--- config.mk ---
export PLATFORM = sky130hd
export DESIGN_NAME = wam_inp
export DESIGN_NICKNAME = d
export VERILOG_FILES = /design/src/rtl/wam_inp.sv
export SDC_FILE = /design/constraint.sdc
export NUM_CORES = 1
export LEC_CHECK = 0
export CORE_MARGIN = 2
export CORE_UTILIZATION = 58
export CTS_BUF_LIST = sky130_fd_sc_hd__clkbuf_16
export DETAILED_ROUTE_END_ITERATION = 8
export PLACE_DENSITY = 0.84
export SLEW_MARGIN = 20
export SYNTH_ARGS = -nofsm -noshare
export SYNTH_HDL_FRONTEND = slang
export SYNTH_SLANG_ARGS = --single-unit
--- constraint.sdc ---
create_clock -name clk_19 -period 6.7 [get_ports clk_19]
set_input_delay 1.34 -clock clk_19 [delete_from_list [all_inputs] [get_ports clk_19]]
set_output_delay 1.34 -clock clk_19 [all_outputs]
set_load 0.01 [all_outputs]
--- src/rtl/wam_inp.sv ---
// Whack-a-mole input side: synchronises and debounces the tap switches and the
// left/right buttons, judges taps against the lit holes, and keeps score and hardness.
module wam_inp #(
   parameter int unsigned DB_N = 3
) (
   input  logic        clk_19,
   input  logic        rst,
   input  logic [7:0]  sw,
   input  logic        btn_l,
   input  logic        btn_r,
   input  logic [7:0]  holes,
   input  logic        run,
   output logic [7:0]  tap,
   output logic        lft,
   output logic        rgt,
   output logic [7:0]  hit_clr,
   output logic [11:0] score,
   output logic [3:0]  hrdn
);

   localparam int unsigned CW = (DB_N > 1) ? $clog2(DB_N) : 1;
   localparam logic [CW-1:0] CNT_MAX = CW'(DB_N - 1);

   // Filter lanes: [7:0] switches, [8] left button, [9] right button.
   logic [9:0]    raw;
   logic [9:0]    s1_q, s2_q, d_q, acc;
   logic [CW-1:0] cnt_q [10];

   logic [7:0]  tap_q, hit_clr_q, hit_clr_d, hits, miss;
   logic        lft_q, rgt_q;
   logic [11:0] score_q, score_d;
   logic [3:0]  hrdn_q, hrdn_d;

   assign raw = {btn_r, btn_l, sw};

   always_comb begin
      acc = '0;
      for (int unsigned i = 0; i < 10; i++) begin
         acc[i] = (s2_q[i] != d_q[i]) && (cnt_q[i] == CNT_MAX);
      end
   end

   always_ff @(posedge clk_19) begin
      if (rst) begin
         s1_q  <= '0;
         s2_q  <= '0;
         d_q   <= '0;
         tap_q <= '0;
         lft_q <= 1'b0;
         rgt_q <= 1'b0;
         for (int unsigned i = 0; i < 10; i++) begin
            cnt_q[i] <= '0;
         end
      end else begin
         s1_q <= raw;
         s2_q <= s1_q;
         for (int unsigned i = 0; i < 10; i++) begin
            if (s2_q[i] != d_q[i]) begin
               if (acc[i]) begin
                  d_q[i]   <= s2_q[i];
                  cnt_q[i] <= '0;
               end else begin
                  cnt_q[i] <= cnt_q[i] + 1'b1;
               end
            end else begin
               cnt_q[i] <= '0;
            end
         end
         tap_q <= acc[7:0];
         // Buttons only report the press, not the release.
         lft_q <= acc[8] & s2_q[8];
         rgt_q <= acc[9] & s2_q[9];
      end
   end

   function automatic logic [11:0] bcd_inc(input logic [11:0] v);
      logic [11:0] r;
      r = v;
      if (v != 12'h999) begin
         if (v[3:0] != 4'd9) begin
            r[3:0] = v[3:0] + 4'd1;
         end else begin
            r[3:0] = '0;
            if (v[7:4] != 4'd9) begin
               r[7:4] = v[7:4] + 4'd1;
            end else begin
               r[7:4]  = '0;
               r[11:8] = v[11:8] + 4'd1;
            end
         end
      end
      return r;
   endfunction

   function automatic logic [11:0] bcd_dec(input logic [11:0] v);
      logic [11:0] r;
      r = v;
      if (v != 12'h000) begin
         if (v[3:0] != 4'd0) begin
            r[3:0] = v[3:0] - 4'd1;
         end else begin
            r[3:0] = 4'd9;
            if (v[7:4] != 4'd0) begin
               r[7:4] = v[7:4] - 4'd1;
            end else begin
               r[7:4]  = 4'd9;
               r[11:8] = v[11:8] - 4'd1;
            end
         end
      end
      return r;
   endfunction

   always_comb begin
      hits      = tap_q & holes;
      miss      = tap_q & ~holes;
      hit_clr_d = hits;
      score_d   = score_q;
      hrdn_d    = hrdn_q;
      // A hit outranks a miss in the same cycle; run gates only the score.
      if (run && (hits != '0)) begin
         score_d = bcd_inc(score_q);
      end else if (run && (miss != '0)) begin
         score_d = bcd_dec(score_q);
      end
      if (rgt_q && !lft_q && (hrdn_q < 4'd9)) begin
         hrdn_d = hrdn_q + 4'd1;
      end else if (lft_q && !rgt_q && (hrdn_q > 4'd1)) begin
         hrdn_d = hrdn_q - 4'd1;
      end
   end

   always_ff @(posedge clk_19) begin
      if (rst) begin
         hit_clr_q <= '0;
         score_q   <= 12'h000;
         hrdn_q    <= 4'h1;
      end else begin
         hit_clr_q <= hit_clr_d;
         score_q   <= score_d;
         hrdn_q    <= hrdn_d;
      end
   end

   assign tap     = tap_q;
   assign lft     = lft_q;
   assign rgt     = rgt_q;
   assign hit_clr = hit_clr_q;
   assign score   = score_q;
   assign hrdn    = hrdn_q;

endmodule

==> results by group <==
STA
  – Final setup violation count: 0
  – Hold Violations, Final: 0
  – Hold slack: 0.437 ns
  – Final setup TNS: 0 ns
  – Worst Max-Slew Pin Slew: 0.876 ns
  – Setup Skew: 0.00566 ns
  – Tcrit/Tclk final: 0.562
  – Slew margin rel.: 0.416
  – RSZ-0062 raised after global routing: no
  – Worst setup margin: 2.93 ns
  – Tmin final: 3.77 ns
  – Max Freq: 0.265 GHz
  – Final Slew Violations: 0

Clock tree
  – # hold bufs at CTS: 0
  – Num CTS Buffers: 9
  – Postcts setup bufs: 0
  – CTS H-tree lvls: 3
  – Post-CTS sizing: 0
  – Clock Tree Buf Depth: 2
  – Clock Latency Late Sink: 0.34 ns
  – Clock sinks: 84
  – CTS tree: yes
  – Root Buffer: clkbuf_16
  – CTS clk-pin slew, worst paths: 0.06 ns

Setup path
  – Crit Path Category: primary input to flop
  – Slowest cell on the critical path: o41a_1
  – Cell Chain, Critical Path: clkdlybuf4s50_1 -> a22o_1 -> o41a_1 -> clkinv_8 -> ha_1 -> a21o_1 -> a21oi_1 -> nor3_1 -> a41oi_1 -> xor2_1 -> nor2_1
  – Worst EP required: 6.89 ns
  – Cells on worst reg2reg path: 10
  – Worst-path maximum fanout: 20
  – CP peak stage delay: 0.64 ns
  – Startpoint types: primary input
  – WP data arrival: 3.96 ns
  – CP Capture Type: flop

Status
  – Status: complete, no violations

Synthesis
  – Asr flop ratio synth: 0
  – Synth warn: 0
  – Post-synthesis sequential area ratio: 0.505
  – Mapped cell area: 3730 sq um
  – #FFs+latches synth: 84
  – Post-synth EDFFs: 20
  – Syn Area/Cell: 10.1 sq um
  – Netlist cell types: 52
  – Mapped Cells: 371
  – Main synth FF type: dfxtp_1

Floorplan
  – Die Height: 84.2 microns
  – Die Area: 7090 sq um
  – I/O pins: 55
  – Row cnt: 29
  – Die X: 84.2 microns
  – Core Box Area: 6280 sq um
  – Initial Util: 0.594

Place
  – Dpl hpwl: 4890 microns
  – Buffers on Ports: 54
  – Pre-CTS setup slack: 2.58 ns
  – Dpl cell area: 4350 sq um
  – Final Wtd Congestion: 0.870
  – Inst Count DP: 505

Route
  – Vias: 2796
  – Final ANT Viol Nets: 0
  – Wire length per cell: 13.9 microns
  – First DRT Iteration DRCs: 116
  – 1st-pass router iterations: 4
  – Final WL: 7250 microns
  – DR vias/cell: 5.37
  – Drt drc: 0

Cells and area
  – Share of post-route cells with drive strength above 1: 0.0563
  – Area of the multi-input gates: 1720 sq um
  – Synth-to-Final Area Change: 26.2%
  – Filler instances: 451
  – Commonest cells after routing, fill and taps aside: 64 x dfxtp_1, 53 x clkdlybuf4s50_1, 34 x nor2_1
  – Layout Utilization: 0.750
  – Final instance area: 4710 sq um
  – Final non-filler cell total: 521
  – Final Net Count: 476
  – ANT cells: 0
  – Commonest non-fill, non-tap cell in the layout: dfxtp_1
  – FF/Latch Area: 1880 sq um

GRT
  – First-pass GRT wire length: 12300 microns
  – Vias in the first global route: 2646
  – Antenna violations before repair: 0
  – GRT Util Overall: 0.220
  – GRT Residual Overflow: 0
  – Pin count of the biggest net entering global routing: 49

Worst hold path
  – Hold WC Path Type: flop to flop
  – Hold depth: 1

Power and ir drop
  – Cell Pwr Density: 251 nW/um^2
  – Final Power: 1.18 mW
  – VDD IR-drop max: 203 uV
  – Cell leakage power: 1.87 nW

Run
  – Max_cap viols: 0
worst max-delay path: cells and delay by family:
family,cells,cell delay (ns)
and+or+nand+nor,2,0.13
adders and majority gates,1,0.25
AOI/OAI and AO/OA,5,1.42
xor gates and xnor gates,1,0.18
buffers and inverters,2,0.63
cells by family (layout without fill, tap and decap cells):
| group | count (synthesis) | in the layout | share of synthesized area |
|---|---|---|---|
| other | 1 | 20 | 0.00101 |
| AO/OA/AOI/OAI | 58 | 58 | 0.111 |
| adder cells (fa/ha/maj) | 16 | 16 | 0.0557 |
| flip-flops | 84 | 84 | 0.505 |
| XOR/XNOR | 20 | 20 | 0.0470 |
| AND/OR/NAND/NOR | 137 | 137 | 0.197 |
| multiplexers | 11 | 11 | 0.0295 |
| buffers and inverters | 44 | 98 | 0.0543 |
final cells by class:
class | count | area share
Sequential cell | 84 | 0.400
Multi-Input combinational cell | 262 | 0.365
Timing Repair Buffer | 54 | 0.114
Clock buffer | 9 | 0.0479
Clock inverter | 7 | 0.0282
Inverter | 28 | 0.0250
Tap cell | 77 | 0.0205
state kept, by name (all words and copies together) (netlist names):
register,cells
tap,8
score,12
lft,1
s2_q,10
cnt_q,20
hrdn,4
hit_clr,8
s1_q,10
d_q,10
rgt,1
synthesized netlist by cell type, drive strengths merged (5+ instances only):
library cell	count	area share
inv	26	0.026
edfxtp	20	0.16
nor2	34	0.034
nand2	18	0.018
o21ai	14	0.019
buf	5	0.012
mux2i	11	0.030
nor4	5	0.0084
xnor2	9	0.021
clkbuf	11	0.011
ha	15	0.050
a21oi	12	0.016
dfxtp	64	0.34
and3	16	0.027
nor3	21	0.028
xor2	11	0.026
o22ai	6	0.010
nor2b	22	0.037
power by group:
group / switching, mW / leakage (nW) / internal [mW]
logic: 0.0304 / 0.969 / 0.0286
clock network: 0.209 / 0.173 / 0.370
registers: 0.00796 / 0.727 / 0.532
per-layer routing:
metal | vias to the layer above | global-route usage | wire length [microns]
met5 | - | 0 | 0
met4 | 0 | 0.128 | 194
met3 | 13 | 0.0374 | 255
met2 | 62 | 0.368 | 3650
met1 | 1302 | 0.266 | 3150
li1 | 1419 | - | -
worst paths after layout:
check,from,to,slack [ns]
hold reg to reg,s1_q[4]$_SDFF_PP0_,s2_q[4]$_SDFF_PP0_,0.44
setup / recovery,holes[1],score[11]$_SDFFE_PP0P_,2.93
setup reg to reg,tap[1]$_SDFF_PP0_,score[11]$_SDFFE_PP0P_,4.01
hold / removal,s1_q[4]$_SDFF_PP0_,s2_q[4]$_SDFF_PP0_,0.44
Power figures use the tool's default switching activity.
